### src/rtl/booth_radix4_seq_multiplier.sv
// Iterative radix-4 Booth multiplier: one Booth digit per clock, signed or
// unsigned operands, start/busy/done handshake.
// Optional build macro BOOTH_RADIX4_OVF_EN adds the ovf output, which flags
// products that do not fit in WIDTH bits for the captured mode.
//
// state | meaning
// IDLE  | waiting for start; result (and ovf) hold the last product
// RUN   | one Booth digit retired per clock; cnt counts digits still to go
// DONE  | one-cycle completion pulse; start is accepted here exactly as in IDLE
module booth_radix4_seq_multiplier #(
   parameter int WIDTH = 16
) (
   input  logic                 clk,
   input  logic                 rst,
   input  logic                 start,
   input  logic                 signed_mode,
   input  logic [WIDTH-1:0]     op1,
   input  logic [WIDTH-1:0]     op2,
   output logic                 busy,
   output logic                 done,
`ifdef BOOTH_RADIX4_OVF_EN
   output logic                 ovf,
`endif
   output logic [2*WIDTH-1:0]   result
);

   // Operands are extended by two bits so both signed and unsigned inputs
   // can be handled as signed values by the same Booth recoder.
   localparam int XW = WIDTH + 2;
   localparam int PW = 2 * XW + 1;
   localparam int N  = WIDTH / 2 + 1;
   localparam int CW = $clog2(N + 1);

   typedef enum logic [1:0] {
      IDLE = 2'd0,
      RUN  = 2'd1,
      DONE = 2'd2
   } state_t;

   state_t              state_q, state_d;
   logic [PW-1:0]       p_q, p_d;
   logic [XW-1:0]       m_q, m_d;
   logic [CW-1:0]       cnt_q, cnt_d;
   logic [2*WIDTH-1:0]  result_q, result_d;
`ifdef BOOTH_RADIX4_OVF_EN
   logic                mode_q, mode_d;
   logic                ovf_q, ovf_d;
   logic [WIDTH:0]      prod_hi_s;
   logic                ovf_calc;
`endif

   logic [XW-1:0]       op1_ext;
   logic [XW-1:0]       op2_ext;
   logic [XW-1:0]       acc;
   logic [XW-1:0]       mul_field;
   logic [XW:0]         m_wide;
   logic [XW:0]         m_dbl;
   logic [XW:0]         pp;
   logic [XW:0]         sum;
   logic [PW-1:0]       p_step;
   logic [2*WIDTH-1:0]  prod_lo;

   // Operand extension selected by the mode presented with start.
   always_comb begin
      op1_ext = signed_mode ? {{2{op1[WIDTH-1]}}, op1} : {2'b00, op1};
      op2_ext = signed_mode ? {{2{op2[WIDTH-1]}}, op2} : {2'b00, op2};
   end

   // One Booth step: add selected partial product to the upper half, shift right by 2.
   always_comb begin
      acc       = p_q[PW-1:XW+1];
      mul_field = p_q[XW:1];
      m_wide    = {m_q[XW-1], m_q};
      m_dbl     = {m_q, 1'b0};
      pp        = '0;
      unique case (p_q[2:0])
         3'b001, 3'b010: pp = m_wide;
         3'b011:         pp = m_dbl;
         3'b100:         pp = -m_dbl;
         3'b101, 3'b110: pp = -m_wide;
         default:        pp = '0;
      endcase
      // sum needs one bit more than acc; the shift brings it back into range.
      sum     = {acc[XW-1], acc} + pp;
      p_step  = {sum[XW], sum, mul_field[XW-1:1]};
      prod_lo = p_step[2*WIDTH:1];
   end

`ifdef BOOTH_RADIX4_OVF_EN
   // Overflow of the product being written, judged in the captured mode.
   always_comb begin
      prod_hi_s = prod_lo[2*WIDTH-1:WIDTH-1];
      if (mode_q) begin
         ovf_calc = !((&prod_hi_s) || !(|prod_hi_s));
      end else begin
         ovf_calc = |prod_lo[2*WIDTH-1:WIDTH];
      end
   end
`endif

   // Next-state and register updates for the handshake FSM.
   always_comb begin
      state_d  = state_q;
      p_d      = p_q;
      m_d      = m_q;
      cnt_d    = cnt_q;
      result_d = result_q;
`ifdef BOOTH_RADIX4_OVF_EN
      mode_d   = mode_q;
      ovf_d    = ovf_q;
`endif
      case (state_q)
         IDLE, DONE: begin
            if (start) begin
               m_d     = op1_ext;
               p_d     = {{XW{1'b0}}, op2_ext, 1'b0};
               cnt_d   = CW'(N);
               state_d = RUN;
`ifdef BOOTH_RADIX4_OVF_EN
               mode_d  = signed_mode;
`endif
            end else begin
               state_d = IDLE;
            end
         end
         RUN: begin
            p_d   = p_step;
            cnt_d = cnt_q - CW'(1);
            if (cnt_q == CW'(1)) begin
               result_d = prod_lo;
               state_d  = DONE;
`ifdef BOOTH_RADIX4_OVF_EN
               ovf_d    = ovf_calc;
`endif
            end
         end
         default: state_d = IDLE;
      endcase
   end

   // State and datapath registers, synchronous reset.
   always_ff @(posedge clk) begin
      if (rst) begin
         state_q  <= IDLE;
         p_q      <= '0;
         m_q      <= '0;
         cnt_q    <= '0;
         result_q <= '0;
`ifdef BOOTH_RADIX4_OVF_EN
         mode_q   <= 1'b0;
         ovf_q    <= 1'b0;
`endif
      end else begin
         state_q  <= state_d;
         p_q      <= p_d;
         m_q      <= m_d;
         cnt_q    <= cnt_d;
         result_q <= result_d;
`ifdef BOOTH_RADIX4_OVF_EN
         mode_q   <= mode_d;
         ovf_q    <= ovf_d;
`endif
      end
   end

   assign busy   = (state_q == RUN);
   assign done   = (state_q == DONE);
   assign result = result_q;
`ifdef BOOTH_RADIX4_OVF_EN
   assign ovf    = ovf_q;
`endif

endmodule
### config.mk
export PLATFORM = sky130hd
export DESIGN_NAME = booth_radix4_seq_multiplier
export DESIGN_NICKNAME = d
export VERILOG_FILES = /design/src/rtl/booth_radix4_seq_multiplier.sv
export SDC_FILE = /design/constraint.sdc
export NUM_CORES = 1
export LEC_CHECK = 0
export ABC_AREA = 1
export CAP_MARGIN = 15
export CORE_UTILIZATION = 45
export DETAILED_ROUTE_END_ITERATION = 10
export PLACE_DENSITY = 0.82
export SLEW_MARGIN = 10
export SYNTH_ARGS = -nofsm -noshare
export SYNTH_HDL_FRONTEND = slang
export SYNTH_SLANG_ARGS = --single-unit
### constraint.sdc
create_clock -name clk -period 2.8 [get_ports clk]
set_input_delay 0.7 -clock clk [delete_from_list [all_inputs] [get_ports clk]]
set_output_delay 0.7 -clock clk [all_outputs]
set_load 0.01 [all_outputs]
==> out/qor.yml, run 1 <==
worst_hold_path:
  hold_depth: 2
  min-delay-start: "p_q[17]"
  holdPathEnd: "result[14]"
  hp-class: "flip-flop to flip-flop"
drt:
  wirelength_um: 15600
  ant_nets: 0
  drt_iter0_drc: 377
  via_per_inst: 5.55
  drt-wirelength-per-cell_um: 15.7
  first_pass_iters: 5
  dr_total_vias: 5514
  drc: 0
synth:
  synth-compound-area-share_pct: 18.4
  yosys.area_share.simple_pct: 28.1
  synth_flop_cell: "dfxtp_1"
  synth.mux.area_fraction_pct: 0
  synth.avg_cell_area_um2: 6.93
  synth_warnings: 0
  syn_nets: 786
  ys_seq_area_share_pct: 36.1
  synth_area_mm2: 0.00504
  synthesis.instances: 728
  synth_edf_count: 0
  synth_top_family_by_area: "simple AND/OR/NAND/NOR gates"
  ys_seq_elements: 91
  synthDistinctLibCells: 40
  synth_xor_area_share_pct: 3.47
  synthAdderAreaFrac_pct: 5.61
  postSynth.asyncResetShare_pct: 0
critical_path:
  path_common_cell: "nand2_1"
  setup.worst_path.start_class: "flip-flop"
  slowest_stage: "a221o_1"
  path_cells: "nor2_4 > nand2_2 > nor2_4 > nand2_2 > nor2_2 > xor2_1 > a221o_1 > ha_4 > inv_4 > o21bai_4 > a21boi_2 > nor2_1 > nor2_1 > nand2_1 > buf_6 > nand2_4 > nand2_1 > nand2_1 > nand3_2 > a21oi_2"
  reg2reg_from: "m_q[1]"
  rr_endpoint: "p_q[33]"
  cp.arrival_ns: 3.22
  cp-end-kind: "flip-flop"
  cp.required_ns: 3.11
  reg2reg_slack_ns: -0.11
  slowest_delay_ns: 0.42
  r2r_cells: 20
  critPathTopFamily: "simple AND/OR/NAND/NOR gates"
  crit_type: "flip-flop to flip-flop"
  crit_buf_inv: 2
  cp_max_fo: 4
cells_and_area:
  final_cells: 994
  fin_util_pct: 65.7
  area_growth_pct: 41.8
  diodes: 0
  nets: 907
  drive_above_1_share_pct: 25.9
power:
  p_leak_nw: 3.06
  p_seq_share_pct: 41.8
  pwr-share-clk_pct: 30.3
  vdd_drop_max_mv: 0.296
  switching_share_pct: 32.9
  power.density_mw_per_mm2: 478
  p_int_mw: 2.29
  p_switching_mw: 1.12
  power_frac_comb_pct: 27.9
clock_network:
  clkSinkCount: 91
  root_buffer: "clkbuf_8"
  clk_pin_slew_ns: 0.10
  clkLatencyLatePin_ns: 0.38
  ctsHoldBuffers: 0
  cts.path.max_buffers: 2
  htreeDepth: 3
  tritoncts: "built"
  numCtsBuffers: 9
job:
  maxCapViolCount: 0
sta:
  period_minus_slack_ns: 2.91
  hold_violations: 0
  skew_ns: 0.0162
  whs_ns: 0.470
  rsz0062_at_grt: "true"
  finalCritPeriodShare_pct: 104
  drv_slew: 0
  tightest_slew_ns: 0.653
  setup_viol: 13
  setup_ws_ns: -0.108
  relSlewSlack_pct: 56.4
  max_freq_ghz: 0.344
placement:
  dpl.hpwl_um: 9700
  place_ws_ns: -0.0975
  post-place-cells: 963
  gp_congestion: 0.967
  port_buffers: 69
grt:
  grt_usage_pct: 24.6
  grt_pass1_wl_um: 22700
  antenna_found_initial: 0
  grt_pass1_vias: 4916
  grt_max_degree: 38
  grt_remaining_overflow: 0
floorplan:
  fp-row-count: 38
  coreArea_mm2: 0.0109
  io-pin-count: 70
  die_y_um: 108
  start_util_pct: 46.3
  die_width_um: 108
  dieArea_mm2: 0.0116
run_status:
  violations: "setup timing"
  status: "finished with violations"
## stage by stage
step                power (mW)  TNS (ns)  area (µm²)
floorplan                 1.88         0        5040
global route              3.55     -3.12        7150
global placement          2.16         0        6210
finish                    3.42    -0.812        7150
CTS                       3.22         0        6540
detailed placement        2.17    -0.476        6210
## layer usage
metal,up-vias,track usage (%),wire [µm]
met1,2576,32.2,6660
li1,2656,-,-
met4,0,9.00,550
met3,52,4.36,871
met5,-,0,0
met2,230,40.1,7550
## layout make-up
type / instances / area, µm²
Fill cell: 863 / 3740
Sequential cell: 91 / 1830
Tap cell: 140 / 175
Clock inverter: 6 / 96.3
Multi-Input combinational cell: 529 / 3380
Inverter: 79 / 304
Timing Repair Buffer: 139 / 1240
Clock buffer: 10 / 128
## placed cells by master (no fill, tap or decap), types with 5 or more instances in the layout
| master | Yosys | routed |
|---|---|---|
| nand2_1 | 170 | 153 |
| dfxtp_1 | 91 | 88 |
| clkdlybuf4s50_1 | 0 | 68 |
| nor2_1 | 75 | 66 |
| buf_4 | 0 | 64 |
| inv_1 | 71 | 61 |
| nand3_1 | 49 | 44 |
| a21oi_1 | 57 | 41 |
| o21ai_0 | 47 | 37 |
| a21oi_2 | 2 | 17 |
| inv_2 | 7 | 14 |
| nand2_2 | 3 | 13 |
| nor2_4 | 2 | 12 |
| xor2_1 | 17 | 11 |
| o21ai_1 | 6 | 10 |
| a221oi_1 | 11 | 10 |
| nor2_2 | 10 | 9 |
| ha_4 | 0 | 9 |
| clkbuf_8 | 0 | 9 |
| nand3_2 | 6 | 8 |
| a31oi_1 | 9 | 8 |
| ha_1 | 21 | 8 |
| nand2_4 | 0 | 7 |
| o21ai_2 | 0 | 6 |
| o2111ai_2 | 0 | 6 |
| xor2_2 | 0 | 6 |
| o22ai_1 | 5 | 5 |
| buf_6 | 0 | 5 |
## cells in the mapped netlist, types with 5 or more instances
| library cell | instances | area share, % |
|---|---|---|
| nand2_1 | 170 | 13 |
| dfxtp_1 | 91 | 36 |
| nor2_1 | 75 | 5.6 |
| inv_1 | 71 | 5.3 |
| a21oi_1 | 57 | 5.7 |
| nand3_1 | 49 | 4.9 |
| o21ai_0 | 47 | 4.7 |
| ha_1 | 21 | 5.2 |
| clkbuf_1 | 17 | 1.3 |
| xor2_1 | 17 | 3.0 |
| buf_2 | 12 | 1.2 |
| a221oi_1 | 11 | 1.9 |
| nor2_2 | 10 | 1.2 |
| a31oi_1 | 9 | 1.1 |
| inv_2 | 7 | 0.52 |
| nand3_2 | 6 | 1.2 |
| o2111ai_1 | 6 | 1.0 |
| o21ai_1 | 6 | 0.60 |
| o22ai_1 | 5 | 0.62 |
## power groups by stage
stage | clock, mW | sequential, mW | combinational, mW
after global placement | 0 | 1.44 | 0.718
after global routing | 1.09 | 1.43 | 1.03
final | 1.04 | 1.43 | 0.954
after detailed placement | 0 | 1.45 | 0.729
after floorplan | 0 | 1.44 | 0.441
after CTS | 1.03 | 1.42 | 0.767
## worst max-delay path by stage
stage	start	to	slack, ns	cells after the start
6_report	m_q[1]	p_q[33]	-0.11	20
5_1_grt	m_q[1]	result[31]	-0.26	18
3_3_place_gp	m_q[1]	result[26]	0.004	16
3_5_place_dp	m_q[1]	p_q[34]	-0.1	21
2_1_floorplan	m_q[0]	result[31]	0.09	18
4_1_cts	m_q[1]	p_q[34]	0.001	18
## registers in the layout, summed over array words and instances, names as in the netlist
register	cells
m_q	17
cnt_q	4
state_q	2
result	32
p_q	36
## worst min-delay path: stages (launching register included)
cell	delay (ns)
dfxtp_1	0.33
nand2_1	0.06
nand2_1	0.04
## kinds of logic (layout without fill, tap and decap cells)
logic type               after synthesis  count (layout)
AND/OR/NAND/NOR                      329             329
AO/OA/AOI/OAI                        158             158
buffers and inverters                108             234
flip-flops                            91              91
adder cells (fa/ha/maj)               22              22
XOR/XNOR                              20              20
## what timing repair did
item / 4_1_cts / 5_1_grt
buffers inserted: 4 / 12
pin swaps: 6 / 56
gates resized for setup: 18 / 132
setup endpoints to repair: 12 / 24
No activity file was read; power rests on OpenSTA's default activity.
==> inputs of run 2 (changes only) <==
- SLEW_MARGIN: 10 -> 20
==> results of run 2 <==
The final DEF is identical to that of run 1; final timing and power are the same.
==> inputs of run 3 (changes only) <==
- PLACE_DENSITY: 0.82 -> 0.8
- clock period: 2.8 -> 3.13 ns (I/O delays scaled with it)
==> run 3 against run 2 <==
Effect of this change:
- the run now ends clean
- design area decreased by 12%
- cell count decreased by 4.2%
- power decreased by 20%
- sequential power decreased by 11%
- wire length decreased by 16%
- flip-flop and latch count unchanged
- die area unchanged
- maximum frequency decreased by 2.6%
- register-to-register slack improved by 0.25 ns
- count of clock-buffer cells in the layout decreased by 1
- largest cell class unchanged
- highest routed layer unchanged
==> out/qor.yml, run 3 (synthesized netlist as in run 1, its figures left out) <==
run_status:
  status: "finished clean"
worst_hold_path:
  hp-class: "flip-flop to flip-flop"
  min-delay-start: "p_q[12]"
power:
  power_frac_comb_pct: 23.3  # -4.6 points
  power.density_mw_per_mm2: 433  # -9.4%
  vdd_drop_max_mv: 0.213  # -28%
  p_switching_uw: 884  # -21%
  pwr-share-clk_pct: 30.1  # -0.2 points
  switching_share_pct: 32.4  # -0.50 points
  p_int_mw: 1.84  # -20%
  p_leak_nw: 2.71  # -11%
  fin_total_pwr_mw: 2.73  # -20%
  p_seq_share_pct: 46.6  # +4.8 points
critical_path:
  reg2reg_from: "m_q[0]"
  path_common_cell: "nand2_1"
  critPathTopFamily: "simple AND/OR/NAND/NOR gates"
  cp-end-kind: "flip-flop"
  cp_max_fo: 4  # unchanged
  slowest_stage: "ha_1"
  cp.arrival_ns: 3.26  # +0.04 ns
  startpoint: "m_q[0]"
  setup.worst_path.start_class: "flip-flop"
  cp.required_ns: 3.40  # +0.29 ns
  path_cells: "inv_2 > ha_4 > nand3_2 > nor2_4 > nand2_2 > nor3_2 > nand2_1 > nand3_1 > o21ai_1 > a21oi_1 > o21ai_0 > ha_1 > nand2_2 > nor2_2 > inv_1 > nor2_1 > nor3_2 > nand2_1 > nand2_1 > nand2_1 > nand2_1 > o211ai_1 > inv_1"
  crit_buf_inv: 3  # +1
  slowest_delay_ns: 0.39  # -0.03 ns
  crit_type: "flip-flop to flip-flop"
job:
  maxCapViolCount: 0  # unchanged
sta:
  relSlewSlack_pct: 34.5  # -22 points
  skew_ns: 0.0102  # -0.00600 ns
  setup_viol: 0  # -13
  tightest_slew_ns: 0.981  # +0.328 ns
  finalCritPeriodShare_pct: 95.4  # -8.4 points
  period_minus_slack_ns: 2.99  # +0.0785 ns
  rsz0062_at_grt: "true"
  whs_ns: 0.475  # +0.00487 ns
  hold_violations: 0  # unchanged
  max_freq_ghz: 0.335  # -2.6%
  drv_slew: 0  # unchanged
placement:
  gp_congestion: 0.948  # -2.0%
  port_buffers: 69  # unchanged
  dpl.hpwl_um: 9460  # -2.4%
grt:
  grt_usage_pct: 23.4  # -1.1 points
  grt_max_degree: 39  # +2.6%
  grt_pass1_vias: 4628  # -5.9%
  grt_remaining_overflow: 0  # unchanged
  grt_pass1_wl_um: 21600  # -4.5%
  antenna_found_initial: 0  # unchanged
drt:
  ant_nets: 0  # unchanged
  drt-wirelength-per-cell_um: 13.8  # -12%
  via_per_inst: 5.38  # -3.0%
  drc: 0  # unchanged
  dr_total_vias: 5122  # -7.1%
  first_pass_iters: 5  # unchanged
  drt_iter0_drc: 295  # -22%
  wirelength_um: 13100  # -16%
cells_and_area:
  nets: 866  # -4.5%
  final_common_cell: "nand2_1"
  area_growth_pct: 24.9
  diodes: 0  # unchanged
  largest_reg_flops: 36  # unchanged
  drive_above_1_share_pct: 12.3  # -14 points
  final_cell_mix: "nand2_1, dfxtp_1, nor2_1"
  top_register: "p_q"
clock_network:
  numCtsBuffers: 9  # unchanged
  htreeDepth: 3  # unchanged
  cts.path.max_buffers: 2  # unchanged
  clkSinkCount: 91  # unchanged
  root_buffer: "clkbuf_8"
  clkLatencyLatePin_ns: 0.37  # about the same
  tritoncts: "built"
  clk_pin_slew_ns: 0.09  # about the same
  ctsHoldBuffers: 0  # unchanged
floorplan:
  coreArea_mm2: 0.0109  # unchanged
  io-pin-count: 70  # unchanged
  die_y_um: 108  # unchanged
  fp-row-count: 38  # unchanged
  dieArea_mm2: 0.0116  # unchanged
  start_util_pct: 46.3  # unchanged
  die_width_um: 108  # unchanged
## run 3: changes by cell type in the layout (fill, tap and decap cells not counted), moves of 6 or more
cell / change
a21oi_1: +10
buf_4: -35
inv_1: +7
nand2_2: -9
a21oi_2: -9
o21ai_0: +7
ha_4: -8
nor2_1: +7
ha_1: +12
o21ai_2: -6
nand2_4: -7
nor2_4: -7
nand2_1: +16
## run 3: worst reg2reg max path, cell delays in order, from the launching register on
cell and delay (ns):
dfxtp_2 0.36, inv_2 0.10, ha_4 0.16, nand3_2 0.13
nor2_4 0.18, nand2_2 0.09, nor3_2 0.13, nand2_1 0.10
nand3_1 0.07, o21ai_1 0.07, a21oi_1 0.12, o21ai_0 0.14
ha_1 0.39, nand2_2 0.11, nor2_2 0.13, inv_1 0.04
nor2_1 0.15, nor3_2 0.07, nand2_1 0.06, nand2_1 0.06
nand2_1 0.06, nand2_1 0.04, o211ai_1 0.09, inv_1 0.05
## run 3: per-stage QoR
step	setup TNS, ns	cell area (µm²)	setup slack (ns)	instances	utilization (%)
2_1_floorplan	0	5040	0.416	728	-
3_3_place_gp	0	5950	0.179	930	54.6
3_5_place_dp	0	5950	0.0780	930	54.6
4_1_cts	0	6140	0.0273	945	56.4
5_1_grt	-0.227	6300	-0.0890	952	57.9
6_report	0	6300	0.144	952	57.9
## run 3: power by group through the flow
stage	sequential (mW)	clock, mW	combinational [mW]
after global placement	1.29	0	0.576
after detailed placement	1.30	0	0.585
after CTS	1.27	0.825	0.588
after global routing	1.28	0.872	0.706
final	1.27	0.820	0.636
after floorplan	1.29	0	0.395
## run 3: layout make-up
class	count	area (µm²)
clock buffers	9	124
clock inverters	6	72.6
fillers	991	4590
inverters	79	297
multi-input cells	529	2910
flip-flops and latches	91	1820
well taps	140	175
repair buffers	98	903
## run 3: worst paths after layout
kind	to	slack, ns	depth (start not counted)
worst max register to register	result[31]	0.14	23
worst min-delay path	result[9]	0.47	2
worst min register to register	result[9]	0.47	2
worst max-delay path	result[31]	0.14	23
## run 3: timing repair
action	in CTS	in global routing
hold endpoints to repair	0	0
setup endpoints to repair	0	20
resized for setup	0	30
setup buffers	0	7
## run 3: per-layer routing
| metal | GRT usage [%] | vias up | part of all wire [%] |
|---|---|---|---|
| met1 | 30.6 | 2316 | 45 |
| li1 | - | 2571 | - |
| met4 | 9.00 | 0 | 2.2 |
| met2 | 38.5 | 205 | 46 |
| met5 | 0 | - | 0 |
| met3 | 3.75 | 30 | 6.8 |
